## config.mk

```make
export PLATFORM = sky130hd
export DESIGN_NAME = ram_io_unit_flat
export DESIGN_NICKNAME = d
export VERILOG_FILES = /design/src/rtl/ram_io_if.sv /design/src/rtl/ram_io_unit.sv /design/src/flat_wrapper.sv
export SDC_FILE = /design/constraint.sdc
export NUM_CORES = 1
export LEC_CHECK = 0
export ABC_AREA = 0
export CORE_ASPECT_RATIO = 1.5
export CORE_MARGIN = 3
export CORE_UTILIZATION = 51
export CTS_CLUSTER_SIZE = 30
export DETAILED_ROUTE_END_ITERATION = 8
export PLACE_DENSITY = 0.73
export SYNTH_ARGS = -nofsm -noshare
export SYNTH_HDL_FRONTEND = slang
export SYNTH_SLANG_ARGS = --single-unit
```

## constraint.sdc

```tcl
create_clock -name CLK_DC -period 1.4 [get_ports CLK_DC]
set_input_delay 0.28 -clock CLK_DC [delete_from_list [all_inputs] [get_ports CLK_DC]]
set_output_delay 0.28 -clock CLK_DC [all_outputs]
set_load 0.01 [all_outputs]
```

## src/rtl/ram_io_if.sv

```systemverilog
// Bus bundle between the execute stage and the data-memory / I/O unit.
interface ram_io_if #(
  parameter int DATA_W = 16,
  parameter int ADDR_W = 8
);
  logic              RD_EN;
  logic              WR_EN;
  logic [ADDR_W-1:0] RAM_AD_IN;
  logic [ADDR_W-1:0] WR_AD;
  logic [DATA_W-1:0] WR_DATA;
  logic [DATA_W-1:0] IO_IN;
  logic              IO_IN_STB;
  logic [ADDR_W-1:0] RAM_AD_OUT;
  logic [DATA_W-1:0] RAM_OUT;
  logic              RD_VALID;
  logic              ADDR_ERR;
  logic              IO_IN_FULL;
  logic              IO_IN_OVR;
  logic [DATA_W-1:0] IO_OUT;
  logic              IO_OUT_STB;

  modport master (
    output RD_EN, WR_EN, RAM_AD_IN, WR_AD, WR_DATA, IO_IN, IO_IN_STB,
    input  RAM_AD_OUT, RAM_OUT, RD_VALID, ADDR_ERR, IO_IN_FULL, IO_IN_OVR,
           IO_OUT, IO_OUT_STB
  );

  modport slave (
    input  RD_EN, WR_EN, RAM_AD_IN, WR_AD, WR_DATA, IO_IN, IO_IN_STB,
    output RAM_AD_OUT, RAM_OUT, RD_VALID, ADDR_ERR, IO_IN_FULL, IO_IN_OVR,
           IO_OUT, IO_OUT_STB
  );
endinterface

```

## src/rtl/ram_io_unit.sv

```systemverilog
// Registered data RAM with one latched input port and one strobed output
// port sharing the address space. One read and one write per cycle, reads
// see state from before the edge (read-before-write everywhere).
module ram_io_unit #(
  parameter int                 DATA_W    = 16,
  parameter int                 ADDR_W    = 8,
  parameter int                 DEPTH     = 8,
  parameter logic [ADDR_W-1:0]  IO_IN_AD  = 8'h41,
  parameter logic [ADDR_W-1:0]  IO_OUT_AD = 8'h40
) (
  input  logic     CLK_DC,
  input  logic     RESET_N,
  ram_io_if.slave  bus
);
  localparam int                IDX_W   = (DEPTH > 1) ? $clog2(DEPTH) : 1;
  localparam logic [ADDR_W:0]   DEPTH_W = DEPTH[ADDR_W:0];

  logic [DATA_W-1:0] ram [DEPTH];
  logic [DATA_W-1:0] latch;

  logic              rd_ram, rd_in, rd_out, rd_err;
  logic              wr_ram, wr_out, wr_err;
  logic [DATA_W-1:0] rd_data;
  logic [IDX_W-1:0]  rd_idx, wr_idx;

  assign rd_idx = bus.RAM_AD_IN[IDX_W-1:0];
  assign wr_idx = bus.WR_AD[IDX_W-1:0];

  // Address decode; full-width compares so nothing aliases.
  always_comb begin
    rd_ram = bus.RD_EN && ({1'b0, bus.RAM_AD_IN} < DEPTH_W);
    rd_in  = bus.RD_EN && (bus.RAM_AD_IN == IO_IN_AD);
    rd_out = bus.RD_EN && (bus.RAM_AD_IN == IO_OUT_AD);
    rd_err = bus.RD_EN && !(rd_ram || rd_in || rd_out);
    wr_ram = bus.WR_EN && ({1'b0, bus.WR_AD} < DEPTH_W);
    wr_out = bus.WR_EN && (bus.WR_AD == IO_OUT_AD);
    wr_err = bus.WR_EN && !(wr_ram || wr_out);
  end

  // Read data mux; unmapped addresses return zero.
  always_comb begin
    rd_data = '0;
    if (rd_ram)      rd_data = ram[rd_idx];
    else if (rd_in)  rd_data = latch;
    else if (rd_out) rd_data = bus.IO_OUT;
  end

  // RAM array: cleared on reset, written from the execute stage.
  always_ff @(posedge CLK_DC or negedge RESET_N) begin
    if (!RESET_N) begin
      for (int i = 0; i < DEPTH; i++) ram[i] <= '0;
    end else if (wr_ram) begin
      ram[wr_idx] <= bus.WR_DATA;
    end
  end

  // Read result registers, valid/error pulses and output port.
  always_ff @(posedge CLK_DC or negedge RESET_N) begin
    if (!RESET_N) begin
      bus.RAM_OUT    <= '0;
      bus.RAM_AD_OUT <= '0;
      bus.RD_VALID   <= 1'b0;
      bus.ADDR_ERR   <= 1'b0;
      bus.IO_OUT     <= '0;
      bus.IO_OUT_STB <= 1'b0;
    end else begin
      bus.RD_VALID   <= bus.RD_EN;
      bus.ADDR_ERR   <= rd_err | wr_err;
      bus.IO_OUT_STB <= wr_out;
      if (bus.RD_EN) begin
        bus.RAM_OUT    <= rd_data;
        bus.RAM_AD_OUT <= bus.RAM_AD_IN;
      end
      if (wr_out) bus.IO_OUT <= bus.WR_DATA;
    end
  end

  // Input latch: a strobe always wins over a same-cycle drain, and only a
  // strobe into an undrained latch counts as an overrun.
  always_ff @(posedge CLK_DC or negedge RESET_N) begin
    if (!RESET_N) begin
      latch          <= '0;
      bus.IO_IN_FULL <= 1'b0;
      bus.IO_IN_OVR  <= 1'b0;
    end else if (bus.IO_IN_STB) begin
      latch          <= bus.IO_IN;
      bus.IO_IN_FULL <= 1'b1;
      if (bus.IO_IN_FULL && !rd_in) bus.IO_IN_OVR <= 1'b1;
    end else if (rd_in) begin
      bus.IO_IN_FULL <= 1'b0;
    end
  end
endmodule
```

## src/flat_wrapper.sv

```systemverilog
// flat-port wrapper written by rule: the top's interface ports become plain ports
module ram_io_unit_flat 
#(
  parameter int                 DATA_W    = 16,
  parameter int                 ADDR_W    = 8,
  parameter int                 DEPTH     = 8,
  parameter logic [ADDR_W-1:0]  IO_IN_AD  = 8'h41,
  parameter logic [ADDR_W-1:0]  IO_OUT_AD = 8'h40
)
  (CLK_DC, RESET_N, bus_RD_EN, bus_WR_EN, bus_RAM_AD_IN, bus_WR_AD, bus_WR_DATA, bus_IO_IN, bus_IO_IN_STB, bus_RAM_AD_OUT, bus_RAM_OUT, bus_RD_VALID, bus_ADDR_ERR, bus_IO_IN_FULL, bus_IO_IN_OVR, bus_IO_OUT, bus_IO_OUT_STB);
  ram_io_if #(.DATA_W(DATA_W), .ADDR_W(ADDR_W)) bus_i ();
  input  logic CLK_DC;
  input  logic RESET_N;
  input wire logic [$bits(bus_i.RD_EN)-1:0] bus_RD_EN;
  input wire logic [$bits(bus_i.WR_EN)-1:0] bus_WR_EN;
  input wire logic [$bits(bus_i.RAM_AD_IN)-1:0] bus_RAM_AD_IN;
  input wire logic [$bits(bus_i.WR_AD)-1:0] bus_WR_AD;
  input wire logic [$bits(bus_i.WR_DATA)-1:0] bus_WR_DATA;
  input wire logic [$bits(bus_i.IO_IN)-1:0] bus_IO_IN;
  input wire logic [$bits(bus_i.IO_IN_STB)-1:0] bus_IO_IN_STB;
  output wire logic [$bits(bus_i.RAM_AD_OUT)-1:0] bus_RAM_AD_OUT;
  output wire logic [$bits(bus_i.RAM_OUT)-1:0] bus_RAM_OUT;
  output wire logic [$bits(bus_i.RD_VALID)-1:0] bus_RD_VALID;
  output wire logic [$bits(bus_i.ADDR_ERR)-1:0] bus_ADDR_ERR;
  output wire logic [$bits(bus_i.IO_IN_FULL)-1:0] bus_IO_IN_FULL;
  output wire logic [$bits(bus_i.IO_IN_OVR)-1:0] bus_IO_IN_OVR;
  output wire logic [$bits(bus_i.IO_OUT)-1:0] bus_IO_OUT;
  output wire logic [$bits(bus_i.IO_OUT_STB)-1:0] bus_IO_OUT_STB;
  assign bus_i.RD_EN = bus_RD_EN;
  assign bus_i.WR_EN = bus_WR_EN;
  assign bus_i.RAM_AD_IN = bus_RAM_AD_IN;
  assign bus_i.WR_AD = bus_WR_AD;
  assign bus_i.WR_DATA = bus_WR_DATA;
  assign bus_i.IO_IN = bus_IO_IN;
  assign bus_i.IO_IN_STB = bus_IO_IN_STB;
  assign bus_RAM_AD_OUT = bus_i.RAM_AD_OUT;
  assign bus_RAM_OUT = bus_i.RAM_OUT;
  assign bus_RD_VALID = bus_i.RD_VALID;
  assign bus_ADDR_ERR = bus_i.ADDR_ERR;
  assign bus_IO_IN_FULL = bus_i.IO_IN_FULL;
  assign bus_IO_IN_OVR = bus_i.IO_IN_OVR;
  assign bus_IO_OUT = bus_i.IO_OUT;
  assign bus_IO_OUT_STB = bus_i.IO_OUT_STB;
  ram_io_unit #(.DATA_W(DATA_W), .ADDR_W(ADDR_W), .DEPTH(DEPTH), .IO_IN_AD(IO_IN_AD), .IO_OUT_AD(IO_OUT_AD)) u_core (.CLK_DC(CLK_DC), .RESET_N(RESET_N), .bus(bus_i));
endmodule
```

# Word level (Yosys, flattened, before mapping)
# Cells that the tools add are included.
dict set report classes {
  n_lt_le_gt_ge 5
  eq_ne 3
  mux 11
  bitwise_logic 3
  reduce_logical 17
}
# op count
set ops {}
lappend ops {{128-bit bitwise mux} 1}
lappend ops {{16-bit 2-to-1 mux} 6}
lappend ops {{16-bit binary-select mux with 3-bit select} 1}
lappend ops {{16-bit demux with 3-bit select} 1}
lappend ops {{8-bit by 7-bit equality test with 1-bit output (second input constant)} 3}
lappend ops {{8-bit by 4-bit < comparator with 1-bit output (second input constant)} 2}
lappend ops {{1-bit logical AND} 9}
lappend ops {{4-bit greater-or-equal comparator (second input constant)} 2}
lappend ops {{3-bit inverter with 4-bit output} 2}
lappend ops {{4-bit by 1-bit < comparator with 1-bit output (second input constant)} 1}
lappend ops {{1-bit zero test} 3}
lappend ops {{1-bit logical OR} 3}
lappend ops {{1-bit 2-to-1 mux} 2}
lappend ops {{2-bit AND reduction} 1}
lappend ops {{2-bit nonzero test} 1}
lappend ops {{1-bit OR} 1}
dict set report totals {
  register_bits 189
  output_inout_bits 45
}

# Longest topological paths before layout
dict set report logic_depth {
  word_depth 7
  ltp_mapped 6
  mapped_depth_nobuf 3
}

# Worst setup path after synthesis
# OpenSTA, ideal clock, no wires.
dict set report synth_path {
  kind {input to register}
  startpoint {in bus_WR_AD[3]}
  endpoint {reg u_core.bus.IO_OUT[10] (netlist bit)}
  setup_ns 0.125
  arrival_ns 2.009
  required_time_ns 1.275
  path_slack_ns -0.734
  stages 5
  cell_sequence {or4b_4 buf_8 nor4b_4 buf_6 mux2_2}
}
dict set report synth_via {
  elab_chain_len 2
}
# item line
set synth_lines {}
lappend synth_lines {{start, declared} flat_wrapper.sv:17} ;# input wire logic [$bits(bus_i.WR_AD)-1:0] bus_WR_AD;
lappend synth_lines {{8-bit by 7-bit equality test with 1-bit output} ram_io_unit.sv:36} ;# wr_out = bus.WR_EN && (bus.WR_AD == IO_OUT_AD);
lappend synth_lines {{1-bit logical AND} ram_io_unit.sv:36}
lappend synth_lines {{named net u_core.wr_out} ram_io_unit.sv:22} ;# logic wr_ram, wr_out, wr_err;
lappend synth_lines {{end signal, assigned} ram_io_unit.sv:74} ;# if (wr_out) bus.IO_OUT <= bus.WR_DATA;
lappend synth_lines {{end, declared} ram_io_if.sv:31} ;# IO_OUT, IO_OUT_STB
# The timed path passes the listed nets, and every way through them passes these cells.
# A chain may end at the register's enable or synchronous reset.

# Worst setup path in the final report
dict set report layout_path {
  startpoint {in bus_WR_AD[7]}
  endpoint {reg u_core.bus.IO_OUT[5] (netlist bit)}
}
dict set report layout_via {
  elab_chain_len 2
}
# item line
set layout_lines {}
lappend layout_lines {{8-bit by 7-bit equality test with 1-bit output} ram_io_unit.sv:36}
lappend layout_lines {{1-bit logical AND} ram_io_unit.sv:36}
# Every way passes these cells.

==> impl_metrics.tcl <==
set metrics [dict create \
    required_ns 1.72 \
    avgSynthCellArea_sq_um 15.9 \
    die_x_um 111 \
    synthArstFlopShare_pct 100 \
    insertion_delay_ns 0.44 \
    antenna_found_initial 0 \
    synth.most_common_cell "dfrtp_1" \
    ys_seq_area_share_pct 55.7 \
    power_density_nw_per_um2 1030 \
    worst_path_most_repeated_cell "buf_6" \
    grt_pass1_wl_um 37700 \
    worst-path-buf-inv 4 \
    drv_cap 0 \
    tns_ns -37.98 \
    start_util_pct 52.3 \
    area_growth_pct 39.4 \
    drc 0 \
    synthCells 535 \
    synth_area_leaders "dfrtp_1 (56%), mux2_2 (22%), mux4_2 (8.5%)" \
    drv_slew 0 \
    syn_nets 588 \
    reg2reg_from "u_core.ram[66]" \
    p_leak_nw 5.39 \
    period_needed_ns 1.73 \
    cp_cell_sequence "buf_6 -> or4b_4 -> buf_6 -> nor4b_4 -> buf_6 -> buf_12 -> mux2_4" \
    crit_path_max_fanout 8 \
    violations "setup timing" \
    cts-root-buf "clkbuf_16" \
    via_per_inst 6.07 \
    synth_common_cells "dfrtp_1 (189), mux2_2 (168), mux4_2 (32)" \
    ant_nets 0 \
    yosysTopAreaCellShare_pct 55.7 \
    yosysWarnings 0 \
    cp-start-kind "input pin" \
    max_freq_mhz 577 \
    ys_seq_elements 189 \
    synth_edf_count 0 \
    rows 57 \
    r2r_end "u_core.bus.RAM_OUT[2]" \
    critPathMaxStageDelay_ns 0.57 \
    utilization_pct 72.8 \
    port_buffers 97 \
    cts_tree "done" \
    cts.reportedPaths.clkPinSlew_ns 0.07 \
    clock_sinks 189 \
    vias 5630 \
    syn_area_sq_um 8500 \
    dpl.cell_count 856 \
    cts_max_level 4 \
    yosysUniqueCellTypes 30 \
    hold_violations 0 \
    grt_pass1_vias 6188 \
    hp-class "input pin to asynchronous set/reset pin" \
    slowest_stage "or4b_4" \
    drive_gt1_share_pct 50.1 \
    overflow 0 \
    gp_congestion 0.818 \
    synth_top_area_cell "dfrtp_1" \
    cts_buffers 17 \
    status "finished, violations left" \
    dieArea_sq_um 18300 \
    worst_r2r_path_depth 3 \
    place_hpwl_um 14600 \
    min_period_over_period_pct 124 \
    fin_cells 928 \
    finalSetupViolCount 145 \
    worstSetupPathType "input pin to flip-flop" \
    fin_skew_ns 0.00924 \
    worst_pin_slew_ns 0.515 \
    end_kind "flip-flop" \
    ios 98 \
    fin_ws_ns -0.333 \
    r2r_slack_ns 0.10 \
    wl_per_cell_um 26.2 \
    clockBufferDepth 2 \
    ys.flop_type "dfrtp_1" \
    rsz0062_at_grt "true" \
    grt_max_degree 40 \
    fp.coreArea_sq_um 16300 \
    cp.arrival_ns 2.05 \
    die_h_um 164 \
    final_net_count 762 \
    wirelength_um 24300 \
    firstDrtPassIters 5 \
    power_mw 12.2 \
    cp_top_family "simple AND/OR/NAND/NOR gates" \
    slew_headroom_pct 65.4 \
    insertedDiodeCount 0 \
    grt.total_usage_pct 27.2 \
    irDropWorstVdd_mv 0.731 \
    drt_iter0_drc 338 \
]
[through the flow]
step	instance area, sq um	worst slack, ns	hold WS [ns]
2_1_floorplan	9050	-0.690	-0.0156
3_3_place_gp	10600	-0.997	0.219
3_5_place_dp	10600	-1.07	0.217
4_1_cts	11800	-0.304	0.273
5_1_grt	11800	-0.342	0.345
6_report	11800	-0.333	0.323
[worst max-delay path by stage]
stage	end	cells past startpoint	start	slack (ns)
2_1_floorplan	u_core.bus.IO_OUT[10]	5	bus_WR_AD[3]	-0.69
3_3_place_gp	u_core.bus.IO_OUT[7]	5	bus_WR_AD[3]	-1.0
3_5_place_dp	u_core.bus.IO_OUT[1]	5	bus_WR_AD[3]	-1.07
4_1_cts	u_core.ram[86]	6	bus_WR_AD[4]	-0.30
5_1_grt	u_core.bus.IO_OUT[9]	7	bus_WR_AD[7]	-0.34
6_report	u_core.bus.IO_OUT[5]	7	bus_WR_AD[7]	-0.33
[sequential cells by signal, indices dropped and copies added, names as in the netlist]
register and count:
u_core.bus.RD_VALID 1, u_core.bus.IO_IN_FULL 1, u_core.bus.IO_OUT_STB 1, u_core.ram 128, u_core.bus.IO_OUT 16, u_core.bus.ADDR_ERR 1
u_core.latch 16, u_core.bus.RAM_AD_OUT 8, u_core.bus.IO_IN_OVR 1, u_core.bus.RAM_OUT 16
[logic make-up (layout without fill, tap and decap cells)]
logic type,Yosys count,count (layout),synth area share [%]
mux,216,216,32.6
flops,189,189,55.7
simple gates,71,72,7.36
buf+inv,38,224,2.30
compound gates,21,21,2.06
[per-layer routing]
layer	up-vias	routed length, um	GRT usage [%]
met1	3005	9760	34.8
met2	196	12700	46.3
met3	46	1230	5.20
met4	0	635	10.2
met5	-	0	0
li1	2383	-	-
[layout make-up]
type / count / area, sq um
tap: 206 / 258
clock buffer: 18 / 429
clock inverter: 14 / 150
fill: 1025 / 4420
timing repair buffer: 191 / 2050
multi-input combinational: 309 / 4220
sequential: 189 / 4730
inverter: 1 / 3.75
[worst reg2reg max path: stages, from the launching register on]
cell	delay [ns]
dfrtp_1	0.40
mux4_2	0.48
nand4b_1	0.16
o2111ai_1	0.13
[cell usage in the layout (no fill, tap or decap), drive strengths merged, types with 2 or more instances in the layout]
cell type      count
mux2             168
nand2              3
o2111ai           16
or2                3
dfrtp            189
clkdlybuf4s50     39
nand2b            19
nand4             16
nor4               9
nand4b            16
clkinv             4
clkbuf            25
clkdlybuf4s15     37
mux2i             16
buf               99
or4b               2
dlygate4sd2        7
inv                9
mux4              32
[timing repair]
action	CTS	global route
hold buffers	1	0
gates cloned	8	0
pin swaps	12	7
endpoints found under the setup margin	208	179
resized for setup	188	36
hold endpoints to repair	31	0
buffers inserted	34	5
[power by group]
part	internal, mW	total [mW]	switching (mW)
Sequential	5.73	5.90	0.171
Combinational	0.804	1.42	0.613
Clock	2.53	4.85	2.31
Total	9.06	12.2	3.10
Power figures use the tool's default switching activity.
